==> src/rtl/segment_sequencer.sv <==
// Segment animator: reveals, chases or erases the lit segments of one character, one step per
// pacing tick period. Optional descending scan via the SEGSEQ_REVERSE_EN macro (adds input dir).
module segment_sequencer #(
  parameter int NUM_SEGS = 7,
  parameter int DELAY_W  = 6
) (
  input  logic                clk,
  input  logic                rst_n,
  input  logic                enable,
  input  logic                tick,
  input  logic                char_valid,
  output logic                char_ready,
  input  logic [NUM_SEGS-1:0] char_in,
  input  logic [1:0]          mode,
  input  logic [DELAY_W-1:0]  delay,
`ifdef SEGSEQ_REVERSE_EN
  input  logic                dir,
`endif
  output logic [NUM_SEGS-1:0] seg_out,
  output logic                busy,
  output logic                done
);

  localparam int                  IDX_W    = $clog2(NUM_SEGS + 1);
  localparam logic [IDX_W-1:0]    IDX_ZERO = {IDX_W{1'b0}};
  localparam logic [IDX_W-1:0]    IDX_END  = IDX_W'(NUM_SEGS);
  localparam logic [NUM_SEGS-1:0] SEG_ONE  = NUM_SEGS'(1);
  localparam logic [DELAY_W-1:0]  DLY_ZERO = {DELAY_W{1'b0}};
  localparam logic [DELAY_W-1:0]  DLY_ONE  = DELAY_W'(1);

  localparam logic [1:0] MODE_FILL    = 2'b00;
  localparam logic [1:0] MODE_CHASE   = 2'b01;
  localparam logic [1:0] MODE_ERASE   = 2'b10;
  localparam logic [1:0] MODE_INSTANT = 2'b11;

  typedef enum logic [1:0] {
    ST_IDLE = 2'd0,
    ST_SCAN = 2'd1,
    ST_WAIT = 2'd2,
    ST_DONE = 2'd3
  } state_t;

  state_t                state_r;
  logic [NUM_SEGS-1:0]   char_r;
  logic [1:0]            mode_r;
  logic [DELAY_W-1:0]    delay_r;
  logic [DELAY_W-1:0]    timer_r;
  logic [IDX_W-1:0]      idx_r;
  logic                  tick_prev_r;
`ifdef SEGSEQ_REVERSE_EN
  logic                  dir_r;
`endif

  logic                  accept_s;
  logic                  tick_edge_s;
  logic                  lit_s;
  logic [NUM_SEGS-1:0]   onehot_s;
  logic [IDX_W-1:0]      next_idx_s;
  logic [IDX_W-1:0]      start_idx_s;

  assign char_ready  = enable && (state_r != ST_SCAN);
  assign busy        = (state_r != ST_IDLE);
  assign accept_s    = char_valid && char_ready;
  assign tick_edge_s = tick && !tick_prev_r;
  // Shifting past the top bit yields zero, so the terminal index never reads as lit.
  assign onehot_s    = SEG_ONE << idx_r;
  assign lit_s       = |(char_r & onehot_s);

  // Scan order: first index at accept and successor of the current index.
  always_comb begin
    next_idx_s  = idx_r + IDX_W'(1);
    start_idx_s = IDX_ZERO;
`ifdef SEGSEQ_REVERSE_EN
    // Descending scan wraps from index 0 to the terminal index.
    if (dir_r) begin
      if (idx_r == IDX_ZERO) begin
        next_idx_s = IDX_END;
      end else begin
        next_idx_s = idx_r - IDX_W'(1);
      end
    end else begin
      next_idx_s = idx_r + IDX_W'(1);
    end
    if (dir) begin
      start_idx_s = IDX_W'(NUM_SEGS - 1);
    end else begin
      start_idx_s = IDX_ZERO;
    end
`endif
  end

  // Sequencer state, latched character and registered outputs.
  always_ff @(posedge clk or negedge rst_n) begin
    if (!rst_n) begin
      state_r     <= ST_IDLE;
      char_r      <= {NUM_SEGS{1'b0}};
      mode_r      <= MODE_FILL;
      delay_r     <= DLY_ZERO;
      timer_r     <= DLY_ZERO;
      idx_r       <= IDX_ZERO;
      tick_prev_r <= 1'b0;
      seg_out     <= {NUM_SEGS{1'b0}};
      done        <= 1'b0;
`ifdef SEGSEQ_REVERSE_EN
      dir_r       <= 1'b0;
`endif
    end else begin
      tick_prev_r <= tick;
      if (enable) begin
        done <= 1'b0;
        if (accept_s) begin
          char_r  <= char_in;
          mode_r  <= mode;
          delay_r <= delay;
          idx_r   <= start_idx_s;
`ifdef SEGSEQ_REVERSE_EN
          dir_r   <= dir;
`endif
          if (mode == MODE_INSTANT) begin
            seg_out <= char_in;
            state_r <= ST_DONE;
            done    <= 1'b1;
          end else begin
            seg_out <= (mode == MODE_ERASE) ? char_in : {NUM_SEGS{1'b0}};
            state_r <= ST_SCAN;
          end
        end else begin
          case (state_r)
            ST_IDLE: state_r <= ST_IDLE;
            ST_SCAN: begin
              if (idx_r == IDX_END) begin
                if (mode_r == MODE_CHASE) begin
                  seg_out <= {NUM_SEGS{1'b0}};
                end
                state_r <= ST_DONE;
                done    <= 1'b1;
              end else if (lit_s) begin
                case (mode_r)
                  MODE_FILL:  seg_out <= seg_out | onehot_s;
                  MODE_CHASE: seg_out <= onehot_s;
                  MODE_ERASE: seg_out <= seg_out & ~onehot_s;
                  default:    seg_out <= seg_out;
                endcase
                idx_r   <= next_idx_s;
                timer_r <= delay_r;
                state_r <= (delay_r == DLY_ZERO) ? ST_SCAN : ST_WAIT;
              end else begin
                idx_r <= next_idx_s;
              end
            end
            ST_WAIT: begin
              if (tick_edge_s) begin
                timer_r <= timer_r - DLY_ONE;
                if (timer_r == DLY_ONE) begin
                  state_r <= ST_SCAN;
                end
              end
            end
            ST_DONE: state_r <= ST_IDLE;
            default: state_r <= ST_IDLE;
          endcase
        end
      end
    end
  end

endmodule

==> config.mk <==
export PLATFORM = sky130hd
export DESIGN_NAME = segment_sequencer
export DESIGN_NICKNAME = d
export VERILOG_FILES = /design/src/rtl/segment_sequencer.sv
export SDC_FILE = /design/constraint.sdc
export NUM_CORES = 1
export LEC_CHECK = 0
export CORE_AREA = 2 2 59 103
export DETAILED_ROUTE_END_ITERATION = 10
export DIE_AREA = 0 0 61 105
export GPL_ROUTABILITY_DRIVEN = 1
export MAX_ROUTING_LAYER = met4
export SLEW_MARGIN = 20
export SYNTH_ARGS = -nofsm -noshare
export SYNTH_HDL_FRONTEND = slang
export SYNTH_SLANG_ARGS = --single-unit
==> constraint.sdc <==
create_clock -name clk -period 2.39 [get_ports clk]
set_clock_uncertainty 0.2 [all_clocks]
set_input_delay 0.5975 -clock clk [delete_from_list [all_inputs] [get_ports clk]]
set_output_delay 0.5975 -clock clk [all_outputs]
set_load 0.02 [all_outputs]
# ---- Word level (Yosys, flattened, before mapping)
# Cells that the tools add are included.
dict set report totals {
  reg_bits 35
  input_bits 20
  out_inout_bits 10
  elab_cells 81
}
dict set report classes {
  add_sub_neg 2
  n_eq_ne 18
  shift 1
  n_mux 27
  bitwise_logic 5
  reduce_logical 19
}
# operator n
set op_table {}
lappend op_table {{7-bit 2-to-1 mux} 7}
lappend op_table {{7-bit case mux with 3 select lines} 1}
lappend op_table {{6-bit 2-to-1 mux} 3}
lappend op_table {{7-bit bitwise AND} 2}
lappend op_table {{2-bit 2-to-1 mux} 7}
lappend op_table {{6-bit case mux with 2 select lines} 1}
lappend op_table {{2-bit == test (second input constant)} 5}
lappend op_table {{3-bit 2-to-1 mux} 3}
lappend op_table {{2-bit inequality test (second input constant)} 4}
lappend op_table {{7-bit inverter} 1}
lappend op_table {{7-bit OR} 1}
lappend op_table {{7-bit OR reduction} 1}
lappend op_table {{1-bit by 3-bit << shifter with 7-bit output (first input constant)} 1}
lappend op_table {{6-bit by 1-bit == test with 1-bit output (second input constant)} 1}
lappend op_table {{6-bit zero test} 1}
lappend op_table {{3-bit inequality test (second input constant)} 2}
lappend op_table {{2-bit case mux with 3 select lines} 1}
lappend op_table {{6-bit AND reduction} 1}
lappend op_table {{2-bit nonzero test} 3}
lappend op_table {{6-bit by 1-bit subtractor with 6-bit output (second input constant)} 1}
lappend op_table {{5-bit AND reduction} 1}
lappend op_table {{2-bit by 1-bit == test with 1-bit output (second input constant)} 2}
lappend op_table {{2-bit zero test} 2}
lappend op_table {{1-bit 2-to-1 mux} 4}
lappend op_table {{other kinds (14)} 16}

# ---- Logic depth before layout (Yosys ltp)
dict set report logic_depth {
  ltp_word 8
  ltp_mapped 9
}

# ---- Worst setup path before layout
# No wires, ideal clock.
dict set report synth_timing {
  path_kind {flip-flop to flip-flop}
  startpoint {register idx_r[2]}
  endpoint {register state_r[0]}
  t_arrival_ns 2.115
  t_required_ns 2.065
  slack_ns -0.049
  stages_incl_launch_ff 8
  cell_sequence {dfrtp_1 -> clkbuf_1 -> inv_1 -> ha_1 -> a22o_1 -> or3_1 -> o22ai_2 -> mux2_2}
}
dict set report synth_between {
  elab_chain_cells 5
  elab_cells_between_ends 9
  classes_between {2 x eq/ne; 1 x shift; 3 x mux; 1 x bitwise; 2 x reduce/logical}
}
# element line_no
set synth_rtl {}
lappend synth_rtl {{start, declared} 48} ;# logic [IDX_W-1:0] idx_r;
lappend synth_rtl {{start signal, assigned} 115} ;# idx_r <= start_idx_s;
lappend synth_rtl {{start signal, assigned} 144} ;# idx_r <= next_idx_s;
lappend synth_rtl {{start signal, assigned} 148} ;# idx_r <= next_idx_s;
lappend synth_rtl {{1-bit by 3-bit << shifter with 7-bit output} 66} ;# assign onehot_s = SEG_ONE << idx_r;
lappend synth_rtl {{7-bit bitwise AND} 67} ;# assign lit_s = |(char_r & onehot_s);
lappend synth_rtl {{7-bit OR reduction} 67}
lappend synth_rtl {{4-bit inequality test (no line)} --}
lappend synth_rtl {{4-bit AND reduction (no line)} --}
lappend synth_rtl {{end signal, assigned} 146} ;# state_r <= (delay_r == DLY_ZERO) ? ST_SCAN : ST_WAIT;
lappend synth_rtl {{end, declared} 43} ;# state_t state_r;
# Several ways; a longest one is shown, not always the timed one.
# A chain may end at the register's enable or synchronous reset.

# ---- Worst setup path after layout
dict set report layout_timing {
  startpoint {register idx_r[1]}
  endpoint {register state_r[0]}
}
# Same word-level chain as after synthesis.

==> flow_summary.json <==
{
  "outcome": "completed",
  "design.core.area_um2": 5540,
  "peakVddDrop_mv": 0.615,
  "drv_cap": 0,
  "cts.sinks": 35,
  "synth_top_cell_by_area": "dfrtp_1",
  "drt_iter0_markers": 88,
  "cts_tree": "built",
  "start_util_pct": 39.5,
  "vias": 1907,
  "antenna_found_initial": 0,
  "gr-usage-all-layers_pct": 19.9,
  "antenna_left": 0,
  "avgSynthCellArea_um2": 8.90,
  "finalSetupViolCount": 0,
  "crit_end": "state_r[0]$_DFFE_PN0P_",
  "post-route-drc-count": 0,
  "grt_first_pass_wirelength_mm": 9.27,
  "r2r-start": "idx_r[1]$_DFFE_PN0P_",
  "die_y_um": 105,
  "fin_cells": 377,
  "final_nets": 334,
  "routed_wl_mm": 5.58,
  "cp.required_ns": 2.38,
  "worst_skew_pair.late_latency_ns": 0.30,
  "crit_type": "register to register",
  "dp_slack_ns": -0.257,
  "crit_start": "idx_r[1]$_DFFE_PN0P_",
  "p_leak_uw": 0.00133,
  "area_delta_synth_final_pct": 37.9,
  "clock-root-buffer": "clkbuf_8",
  "die_w_um": 61,
  "path_clk_slew_ns": 0.07,
  "num_antenna_cells": 0,
  "clock_path_buffers": 2,
  "ys_ff_latch": 35,
  "utilization_pct": 54.4,
  "pin_count": 30,
  "firstDrtPassIters": 4,
  "port_buffers": 29,
  "die_area_um2": 6410,
  "h-tree-depth": 2,
  "reg2regPathDepth": 7,
  "numCtsBuffers": 5,
  "overflow": 0,
  "grt_pass1_vias": 1974,
  "max_freq_mhz": 425,
  "cp_max_fo": 4,
  "arrival_ns": 2.34,
  "layout_common_cells": "nand2_1 (57), dfrtp_1 (33), buf_4 (29)",
  "r2r_slack_ns": 0.04,
  "worst_slack_ns": 0.0397,
  "ys_types": 42,
  "synthTopCellsByArea": "dfrtp_1 (40%), nand2_1 (9.8%), ha_1 (8.0%), mux2i_1 (4.1%), o21ai_0 (3.7%)",
  "yosysSeqAreaShare_pct": 40.0,
  "fin_crit_sh_pct": 98.3,
  "wl_per_cell_um": 14.8,
  "rsz0062_at_grt": "yes",
  "synthCells": 246,
  "gp_congestion": 0.807,
  "drive_gt1_share_pct": 21.9,
  "finalHoldViolCount": 0,
  "finalSetupTns_ns": 0,
  "dp_cells": 364,
  "grt_start_max_net_pins": 36,
  "powerDensity_nw_per_um2": 1190,
  "min_path_type": "register to register",
  "tightest_slew_ns": 0.464,
  "routed_via_density": 5.06,
  "row_count": 36,
  "min_period_ns": 2.35,
  "hpwl_mm": 4.03,
  "drv_slew": 0,
  "syn-cell-area_um2": 2190,
  "yosys_warnings": 0,
  "worstReg2RegEnd": "state_r[0]$_DFFE_PN0P_",
  "endpoint_kind": "register",
  "synth_nets": 280,
  "power.total_uw": 3590,
  "maxSlewHeadroom_pct": 68.8,
  "mostFrequentLayoutCell": "nand2_1",
  "cp-start-kind": "register",
  "synth.top_cell.area_share_pct": 40.0
}
==> state kept, by name (all words and copies together), names as in the netlist <==
signal       cells
char_r           7
seg_out          7
delay_r          6
timer_r          6
idx_r            3
mode_r           2
state_r          2
done             1
tick_prev_r      1
==> routing by layer <==
layer | up-vias | global-route usage, % | wire, µm | part of all wire (%)
met5 | - | - | 0 | 0
met4 | 0 | 6.99 | 98 | 1.8
met2 | 32 | 35.2 | 3090 | 55
met3 | 6 | 4.21 | 173 | 3.1
met1 | 905 | 20.9 | 2220 | 40
li1 | 964 | - | - | -
==> synth_stat cells <==
master / count
o21ai_0: 16
o31a_1: 1
nand3b_1: 1
ha_1: 14
nor3_1: 2
a31oi_1: 10
buf_4: 1
o211ai_1: 3
or3_1: 2
a2111oi_0: 3
dfrtp_1: 35
buf_1: 1
o41ai_4: 1
nand2b_1: 3
a2111oi_2: 1
a2111oi_4: 1
inv_1: 17
o31ai_1: 1
a211o_1: 3
o31ai_4: 1
o22ai_1: 2
and2_1: 2
o22ai_2: 1
buf_2: 5
o21bai_1: 1
nor4_1: 3
o32ai_1: 1
clkbuf_1: 7
nor2_1: 8
a31oi_2: 1
buf_6: 1
mux2_2: 2
a221oi_2: 1
a22o_1: 3
nor2b_1: 6
mux2i_1: 9
nand2_1: 57
o21ai_1: 4
nand3_1: 4
a22oi_1: 1
a21oi_1: 8
nor4b_1: 2
==> layout make-up <==
cell class,count,area (µm²)
clock buffer,6,82.6
clock inverter,2,35.0
fill,539,2520
inverter,17,66.3
multi-input combinational,180,1300
sequential,35,878
tap,76,95.1
timing repair buffer,61,557
==> worst min path at each step <==
| stage | from | slack [ns] | end | depth (start not counted) |
|---|---|---|---|---|
| after floorplan | rst_n | 0.10 | char_r[0]$_DFFE_PN0P_ | 0 |
| after CTS | char_r[5]$_DFFE_PN0P_ | 0.28 | char_r[5]$_DFFE_PN0P_ | 2 |
| final | char_r[5]$_DFFE_PN0P_ | 0.28 | char_r[5]$_DFFE_PN0P_ | 2 |
| after detailed placement | char_r[5]$_DFFE_PN0P_ | 0.26 | char_r[5]$_DFFE_PN0P_ | 2 |
| after global routing | char_r[5]$_DFFE_PN0P_ | 0.33 | char_r[5]$_DFFE_PN0P_ | 2 |
| after global placement | char_r[5]$_DFFE_PN0P_ | 0.26 | char_r[5]$_DFFE_PN0P_ | 2 |
==> where the power goes <==
part | total (µW) | internal, µW | leakage, µW | switching, µW
Clock | 570 | 338 | 0.0000612 | 232
Sequential | 1060 | 834 | 0.000435 | 226
Combinational | 1960 | 943 | 0.000828 | 1010
==> cell families (layout without fill, tap and decap cells) <==
group | after synthesis | after routing | synth area share (%)
and+or+nand+nor | 90 | 90 | 18.2
AOI/OAI and AO/OA | 64 | 65 | 22.3
DFF | 35 | 35 | 40.0
buffers and inverters | 32 | 86 | 6.29
adders and majority gates | 14 | 14 | 8.00
muxes | 11 | 11 | 5.15
==> critical path: stages (launching register included) <==
cell and delay, ns:
dfrtp_2 0.43, inv_2 0.08, ha_4 0.18, a221oi_4 0.30
a31oi_4 0.11, or3_4 0.43, o22ai_4 0.19, mux2_4 0.32
==> metrics by stage <==
step | area (µm²) | hold WS (ns)
5_1_grt | 3020 | 0.333
6_report | 3020 | 0.277
2_1_floorplan | 2190 | 0.102
3_5_place_dp | 2740 | 0.263
4_1_cts | 2910 | 0.281
3_3_place_gp | 2740 | 0.260
==> timing repair <==
action / 4_1_cts / 5_1_grt
gates cloned: 0 / 1
endpoints found under the setup margin: 4 / 11
gates resized for setup: 14 / 16
buffers inserted: 0 / 4
pin swaps: 5 / 4
hold buffers: 0 / 0
Note: power is estimated with default switching activity, not from simulation.
